$ cat config.mk
export PLATFORM = sky130hd
export DESIGN_NAME = sd_ring_mod_flat
export DESIGN_NICKNAME = d
export VERILOG_FILES = /design/src/rtl/sd_ring_mod_pkg.sv /design/src/rtl/sd_ring_mod_if.sv /design/src/rtl/sd_ring_mod_tap_quant.sv /design/src/rtl/sd_ring_mod.sv /design/src/flat_wrapper.sv
export SDC_FILE = /design/constraint.sdc
export NUM_CORES = 1
export LEC_CHECK = 0
export ABC_AREA = 1
export CORE_ASPECT_RATIO = 0.9
export CORE_UTILIZATION = 25
export DETAILED_ROUTE_END_ITERATION = 12
export PLACE_DENSITY_LB_ADDON = 0.08
export SYNTH_ARGS = -nofsm -noshare
export SYNTH_HDL_FRONTEND = slang
export SYNTH_SLANG_ARGS = --single-unit
$ cat constraint.sdc
create_clock -name clk -period 8.46 [get_ports clk]
set_input_delay 1.692 -clock clk [delete_from_list [all_inputs] [get_ports clk]]
set_output_delay 1.692 -clock clk [all_outputs]
set_load 0.02 [all_outputs]
$ cat src/rtl/sd_ring_mod_pkg.sv
`default_nettype none
//==============================================================================
// Package     : sd_pkg
// Description : Shared helpers for the ring sigma-delta modulator: clog2,
//               per-stage accumulator reset value and a width-parameterised
//               saturating/wrapping add with overflow detection.
// Revision    : 1.0 - initial release
//==============================================================================
package sd_pkg;

    // Widest accumulator the helpers below can carry
    localparam int unsigned SD_MAXW = 64;

    function automatic int unsigned clog2(input int unsigned value);
        int unsigned result;
        result = 0;
        for (int i = 0; i < 32; i++) begin
            if ((64'd1 << i) < 64'(value)) begin
                result = 32'(i) + 32'd1;
            end
        end
        return result;
    endfunction

    // Stage 0 starts at mid-scale so the ring does not sit in a dead state
    function automatic logic [SD_MAXW-1:0] acc_rst_val(input int unsigned idx,
                                                       input int unsigned width);
        logic [SD_MAXW-1:0] value;
        value = '0;
        if (idx == 0) begin
            value = 64'd1 << (width - 1);
        end
        return value;
    endfunction

    // Adds an unsigned width-bit accumulator and a signed delta.
    // Returns {overflow, result}; result is clamped when sat is set,
    // otherwise reduced modulo 2^width.
    function automatic logic [SD_MAXW:0] sat_add(input logic [SD_MAXW-1:0]   a,
                                                 input logic signed [SD_MAXW+1:0] b,
                                                 input int unsigned           width,
                                                 input logic                  sat);
        logic signed [SD_MAXW+2:0] sum;
        logic [SD_MAXW-1:0]        max;
        logic                      neg;
        logic                      over;
        logic [SD_MAXW-1:0]        res;
        max  = (width >= SD_MAXW) ? {SD_MAXW{1'b1}} : ((64'd1 << width) - 64'd1);
        sum  = $signed({3'b000, a}) + $signed({b[SD_MAXW+1], b});
        neg  = sum[SD_MAXW+2];
        over = neg || (sum[SD_MAXW+1:0] > {2'b00, max});
        res  = sum[SD_MAXW-1:0] & max;
        if (over && sat) begin
            res = neg ? '0 : max;
        end
        return {over, res};
    endfunction

endpackage
`default_nettype wire

$ cat src/rtl/sd_ring_mod_if.sv
`default_nettype none
//==============================================================================
// Interface   : sd_ring_mod_if
// Description : Valid/ready coefficient-load channel of the ring modulator.
// Revision    : 1.0 - initial release
//==============================================================================
interface sd_ring_mod_if #(
    parameter int BITWIDTH = 32
);
    logic [BITWIDTH-1:0] kin;
    logic                kin_valid;
    logic                kin_ready;

    modport master (output kin, output kin_valid, input kin_ready);
    modport slave  (input kin, input kin_valid, output kin_ready);
endinterface
`default_nettype wire

$ cat src/rtl/sd_ring_mod_tap_quant.sv
`default_nettype none
//==============================================================================
// Module      : sd_tap_quant
// Description : First-order quantiser on an accumulator MSB tap; the carry
//               out of the TAPW-bit integrator is the output bit.
// Revision    : 1.0 - initial release
//==============================================================================
module sd_tap_quant #(
    parameter int TAPW = 12
) (
    input  logic            clk,
    input  logic            reset,
    input  logic            en,
    input  logic            clr,
    input  logic [TAPW-1:0] tap,
    output logic            bit_out
);
    logic [TAPW-1:0] r_q;
    logic [TAPW:0]   w_sum;

    assign w_sum = {1'b0, r_q} + {1'b0, tap};

    // Integrate the tap; clear wins over enable
    always_ff @(posedge clk or posedge reset) begin
        if (reset) begin
            r_q     <= '0;
            bit_out <= 1'b0;
        end else if (clr) begin
            r_q     <= '0;
            bit_out <= 1'b0;
        end else if (en) begin
            r_q     <= w_sum[TAPW-1:0];
            bit_out <= w_sum[TAPW];
        end
    end
endmodule
`default_nettype wire

$ cat src/rtl/sd_ring_mod.sv
`default_nettype none
//==============================================================================
// Module      : sd_ring_mod
// Description : N-phase ring sigma-delta modulator. Each stage's coefficient
//               polarity is steered by the previous stage's output bit;
//               coefficients load through a shadow register and commit at the
//               frame boundary.
// Revision    : 1.0 - initial release
//==============================================================================
module sd_ring_mod
    import sd_pkg::*;
#(
    parameter int  BITWIDTH = 32,
    parameter int  NPHASE   = 2,
    parameter int  TAPW     = 12,
    parameter int  SAT      = 0,
    localparam int PHW      = (clog2(NPHASE) > 1) ? clog2(NPHASE) : 1
) (
    input  logic              clk,
    input  logic              reset,
    input  logic              en,
    input  logic              clr,
    sd_ring_mod_if.slave      kif,
    output logic [NPHASE-1:0] sd_out,
    output logic [PHW-1:0]    phase,
    output logic              ovf
);
    localparam int       c_sw         = BITWIDTH + 2;
    localparam logic [0:0] c_st_empty   = 1'b0;
    localparam logic [0:0] c_st_pending = 1'b1;

    logic [0:0]              r_state;
    logic [0:0]              w_state_nxt;
    logic [BITWIDTH-1:0]     r_k_act;
    logic [BITWIDTH-1:0]     r_k_shadow;
    logic [PHW-1:0]          r_phase;
    logic                    r_ovf;
    logic                    w_advance;
    logic                    w_last;
    logic                    w_accept;
    logic                    w_commit;
    logic [NPHASE-1:0]       w_sd;
    logic [NPHASE-1:0]       w_stage_ovf;
    logic signed [c_sw-1:0]  w_kpos;

    assign w_advance = en && !clr;
    assign w_last    = (r_phase == PHW'(NPHASE - 1));
    assign w_kpos    = c_sw'($signed(r_k_act));

    // Load FSM state register
    always_ff @(posedge clk or posedge reset) begin
        if (reset) begin
            r_state <= c_st_empty;
        end else begin
            r_state <= w_state_nxt;
        end
    end

    // Load FSM next state: accept fills the shadow, frame-end commit drains it
    always_comb begin
        w_state_nxt = r_state;
        case (r_state)
            c_st_empty:   if (w_accept) w_state_nxt = c_st_pending;
            c_st_pending: if (w_commit) w_state_nxt = c_st_empty;
            default:      w_state_nxt = c_st_empty;
        endcase
    end

    // Load FSM outputs; ready depends on the state register only
    always_comb begin
        kif.kin_ready = (r_state == c_st_empty);
        w_accept      = kif.kin_valid && (r_state == c_st_empty);
        w_commit      = (r_state == c_st_pending) && w_advance && w_last;
    end

    // Shadow capture and frame-aligned commit of the coefficient
    always_ff @(posedge clk or posedge reset) begin
        if (reset) begin
            r_k_shadow <= '0;
            r_k_act    <= '0;
        end else begin
            if (w_accept) r_k_shadow <= kif.kin;
            if (w_commit) r_k_act    <= r_k_shadow;
        end
    end

    // Frame position counter
    always_ff @(posedge clk or posedge reset) begin
        if (reset) begin
            r_phase <= '0;
        end else if (clr) begin
            r_phase <= '0;
        end else if (en) begin
            r_phase <= w_last ? '0 : r_phase + PHW'(1);
        end
    end

    // Sticky overflow from any stage
    always_ff @(posedge clk or posedge reset) begin
        if (reset) begin
            r_ovf <= 1'b0;
        end else if (clr) begin
            r_ovf <= 1'b0;
        end else if (en && (|w_stage_ovf)) begin
            r_ovf <= 1'b1;
        end
    end

    for (genvar i = 0; i < NPHASE; i++) begin : g_stage
        localparam int         c_prev = (i + NPHASE - 1) % NPHASE;
        localparam logic [63:0] c_rst = acc_rst_val(i, BITWIDTH);
        localparam logic       c_inv  = (i == 0);

        logic [BITWIDTH-1:0]    r_acc;
        logic                   w_sel;
        logic signed [c_sw-1:0] w_kterm;
        logic signed [c_sw-1:0] w_fb;
        logic signed [c_sw-1:0] w_delta;
        logic [64:0]            w_res;
        logic                   w_unused_hi;

        // Stage 0 inverts the steering so the ring does not lock in phase
        assign w_sel       = w_sd[c_prev] ^ c_inv;
        assign w_kterm     = w_sel ? w_kpos : -w_kpos;
        assign w_fb        = w_sd[i] ? {c_sw{1'b1}} : c_sw'(1);
        assign w_delta     = w_kterm + w_fb;
        assign w_res       = sat_add(64'(r_acc), 66'(w_delta), BITWIDTH, SAT != 0);
        assign w_stage_ovf[i] = w_res[64];
        assign w_unused_hi = ^w_res[63:BITWIDTH];

        // Ring accumulator
        always_ff @(posedge clk or posedge reset) begin
            if (reset) begin
                r_acc <= c_rst[BITWIDTH-1:0];
            end else if (clr) begin
                r_acc <= c_rst[BITWIDTH-1:0];
            end else if (en) begin
                r_acc <= w_res[BITWIDTH-1:0];
            end
        end

        sd_tap_quant #(.TAPW(TAPW)) u_quant (
            .clk     (clk),
            .reset   (reset),
            .en      (en),
            .clr     (clr),
            .tap     (r_acc[BITWIDTH-1 -: TAPW]),
            .bit_out (w_sd[i])
        );
    end

    assign sd_out = w_sd;
    assign phase  = r_phase;
    assign ovf    = r_ovf;
endmodule
`default_nettype wire
$ cat src/flat_wrapper.sv
// flat-port wrapper written by rule: the top's interface ports become plain ports
module sd_ring_mod_flat import sd_pkg::*;
#(
    parameter int  BITWIDTH = 32,
    parameter int  NPHASE   = 2,
    parameter int  TAPW     = 12,
    parameter int  SAT      = 0,
    localparam int PHW      = (clog2(NPHASE) > 1) ? clog2(NPHASE) : 1
)
  (clk, reset, en, clr, sd_out, phase, ovf, kif_kin, kif_kin_valid, kif_kin_ready);
  sd_ring_mod_if #(.BITWIDTH(BITWIDTH)) kif_i ();
  input  logic clk;
  input  logic reset;
  input  logic en;
  input  logic clr;
  output logic [NPHASE-1:0] sd_out;
  output logic [PHW-1:0] phase;
  output logic ovf;
  input wire logic [$bits(kif_i.kin)-1:0] kif_kin;
  input wire logic [$bits(kif_i.kin_valid)-1:0] kif_kin_valid;
  output wire logic [$bits(kif_i.kin_ready)-1:0] kif_kin_ready;
  assign kif_i.kin = kif_kin;
  assign kif_i.kin_valid = kif_kin_valid;
  assign kif_kin_ready = kif_i.kin_ready;
  sd_ring_mod #(.BITWIDTH(BITWIDTH), .NPHASE(NPHASE), .TAPW(TAPW), .SAT(SAT)) u_core (.clk(clk), .reset(reset), .en(en), .clr(clr), .kif(kif_i), .sd_out(sd_out), .phase(phase), .ovf(ovf));
endmodule
==> qor.yml <==
power_and_ir_drop:
  p_sw_share_pct: 55.1
  p_seq_share_pct: 20.0
  clockPowerShare_pct: 12.4
  power_density_nw_per_um2: 381
  switching_power_uw: 3680
  p_leak_uw: 0.00902
  peakVddDrop_uv: 166
  combinationalPowerShare_pct: 67.6
  p_int_uw: 3000
critical_path:
  cp_top_family: "simple AND/OR/NAND/NOR gates"
  critical_path_required_ns: 8.84
  worst_path_most_repeated_cell: "nand2_1"
  critPathSlowestCell: "dfrtp_1"
  endpoint_kind: "flip-flop"
  crit_fanout: 9
  cp.arrival_ns: 6.48
  worstSetupPathType: "reg -> reg"
  reg2reg_slack_ns: 2.36
  startpoint_type: "flip-flop"
  slowest_delay_ns: 0.58
  worst-path-buf-inv: 5
routing:
  wl_microns: 52700
  avgRoutedWirePerCell_microns: 16.3
  vias_per_cell: 4.59
  via_count: 14818
  drt_iter0_drc: 812
  drc: 0
  dr.pass1.iters: 5
  ant_nets: 0
timing:
  max_slew_margin_pct: 26.7
  tns_ns: 0
  timing.final.hold_violations: 0
  skew_ns: 0.0159
  tightest_slew_ns: 1.10
  max_freq_mhz: 164
  period_share_pct: 72.1
  slew_violations: 0
  setup_violations: 0
  rsz0062_at_grt: "no"
  min_period_ns: 6.10
cells_and_area:
  mostFrequentLayoutCells: "nand2_1 (725), inv_1 (256), nor2_1 (225), o21ai_0 (203), a21oi_1 (197)"
  fin_cells: 3230
  final_common_cell: "nand2_1"
  syn2layout_area_growth_pct: 12.4
  n_fill_cell: 6781
  drive_above_1_share_pct: 3.88
  nets: 2588
  n_antenna_cell: 0
floorplan:
  core_area_sq_um: 61400
  rows: 86
  die-area_sq_um: 63300
  start_util_pct: 25.4
  io_pins: 42
  die_h_microns: 239
  die_w_microns: 265
synth:
  yosys_warnings: 0
  synth_edf_count: 0
  synth.distinct_cells: 57
  syn-num-nets: 2568
  syn_area_per_cell_sq_um: 6.59
  synth_ff_type: "dfrtp_1"
  async_reset_ff_share_pct: 100
  synth_cells: 2362
  mappedNetlistArea_sq_um: 15600
  synth-seq-cells: 157
  ys_seq_area_share_pct: 25.2
placed_design:
  port_buffers: 41
  gp_congestion: 0.891
  dp_hpwl_microns: 42100
  dp_cells: 3199
min_path:
  min_path_type: "reg -> reg"
grt:
  grt_max_degree: 68
  grt.total_usage_pct: 17.1
  antenna_found_initial: 0
  grt_pass1_wl_microns: 82700
  grt_pass1_vias: 14473
  overflow: 0
clock_network:
  cts_tree: "built"
  root_buffer: "clkbuf_16"
  clk_pin_slew_ns: 0.08
  clkLatencyLatePin_ns: 0.49
  cts_setup_buffers: 0
  cts_sinks: 157
  h-tree-depth: 4
  cts_buffers: 17
  ctsHoldBuffers: 0
  max-clock-path-buffers: 2
  ctsResizeCount: 0
run_status:
  status: "complete, no violations"
run:
  maxCapViolCount: 0
## path summary, 6_finish.rpt
path,start,endpoint,cells after the start
setup / recovery,u_core.r_k_act[0],u_core.ovf,37
hold / removal,u_core.g_stage[1].r_acc[16],u_core.g_stage[1].r_acc[16],2
setup reg to reg,u_core.r_k_act[0],u_core.ovf,37
hold reg to reg,u_core.g_stage[1].r_acc[16],u_core.g_stage[1].r_acc[16],2
max in group asynchronous,reset,u_core.g_stage[0].u_quant.bit_out,3
min in group asynchronous,reset,u_core.r_k_shadow[2],2
## cell families (layout without fill, tap and decap cells)
logic type | after synthesis | count (layout) | synth area share, %
flip-flops | 157 | 157 | 25.2
AO/OA/AOI/OAI | 518 | 518 | 18.5
XOR/XNOR | 108 | 108 | 6.07
multiplexers | 2 | 2 | 0.145
adder cells (fa/ha/maj) | 169 | 169 | 13.9
buffers and inverters | 315 | 347 | 7.76
AND/OR/NAND/NOR | 1093 | 1093 | 28.4
## final cells by class
type,count,area [sq um],area share (%)
repair buffers,52,493,2.82
well taps,836,1050,5.98
multi-input cells,1890,10500,59.8
flip-flops and latches,157,3930,22.5
clock buffers,17,425,2.43
clock inverters,14,149,0.851
inverters,264,997,5.70
## power by group through the flow
stage                     logic (uW)  registers (uW)  clock network, uW
after global routing            5150            1380                888
after CTS                       4540            1340                868
after global placement          4540            1350                  0
after detailed placement        4520            1350                  0
after floorplan                 3390            1210                  0
final                           4510            1340                826
## worst register-to-register path, delay by kind of cell (launching register included)
family | cells | cell delay (ns)
buf+inv | 5 | 0.54
fa+ha+maj | 3 | 0.95
flops | 1 | 0.58
simple gates | 21 | 2.17
xor+xnor | 2 | 0.25
compound gates | 6 | 1.49
## cells in the mapped netlist, types with 3 or more instances
cell       count  area (sq um)
nor3_1        12          60.1
o21ai_1       11          55.1
a22o_1         6          52.6
a32o_1         3          30.0
and3_1         3          18.8
o21a_1         3          22.5
o2111ai_1      4          35.0
inv_2          5          18.8
a21boi_0       4          30.0
nand3_2        5          50.1
clkbuf_1      39           146
buf_4          3          22.5
nor2_4         4          45.0
xnor2_1       48           420
nand3b_1       5          37.5
nor2_1       227           852
or2_2          3          18.8
o22ai_1        5          31.3
buf_1          3          11.3
a21o_1        19           143
o211ai_1       4          30.0
xor2_1        60           526
nand2_2        3          18.8
o21ai_0      203          1020
fa_1           6           120
ha_1         163          2040
nand4_1        5          31.3
a21oi_1      197           986
buf_2          5          25.0
inv_1        258           968
o31ai_1        9          67.6
dfrtp_1      156          3900
nand2_1      726          2730
nor2_2         9          56.3
o21bai_1      22           165
nor4_1         5          31.3
nand3_1       78           390
a31oi_1       16           100
## registers in the layout, indices dropped and copies added (netlist names)
| register | cells |
|---|---|
| u_core.r_k_act | 32 |
| u_core.r_k_shadow | 32 |
| u_core.g_stage.r_acc | 64 |
| u_core.ovf | 1 |
| u_core.r_state | 1 |
| u_core.phase | 1 |
| u_core.g_stage.u_quant.r_q | 24 |
| u_core.g_stage.u_quant.bit_out | 2 |
## stage by stage
step	total power, uW	cell area (sq um)	hold WS, ns	util [%]	worst slack [ns]
floorplan	4600	15600	0.436	-	2.53
global route	7420	17500	0.517	28.5	1.68
CTS	6750	17500	0.495	28.5	2.22
finish	6680	17500	0.491	28.5	2.36
global placement	5890	16900	0.470	27.6	2.23
detailed placement	5870	16900	0.474	27.6	2.26
## metal layers
metal	vias to the layer above	wire length, microns	global-route usage (%)
met5	-	0	0
met3	38	1470	2.34
met1	6805	27200	23.8
li1	7789	-	-
met4	0	743	4.36
met2	186	23300	27.5
(Power assumes the default switching activity.)
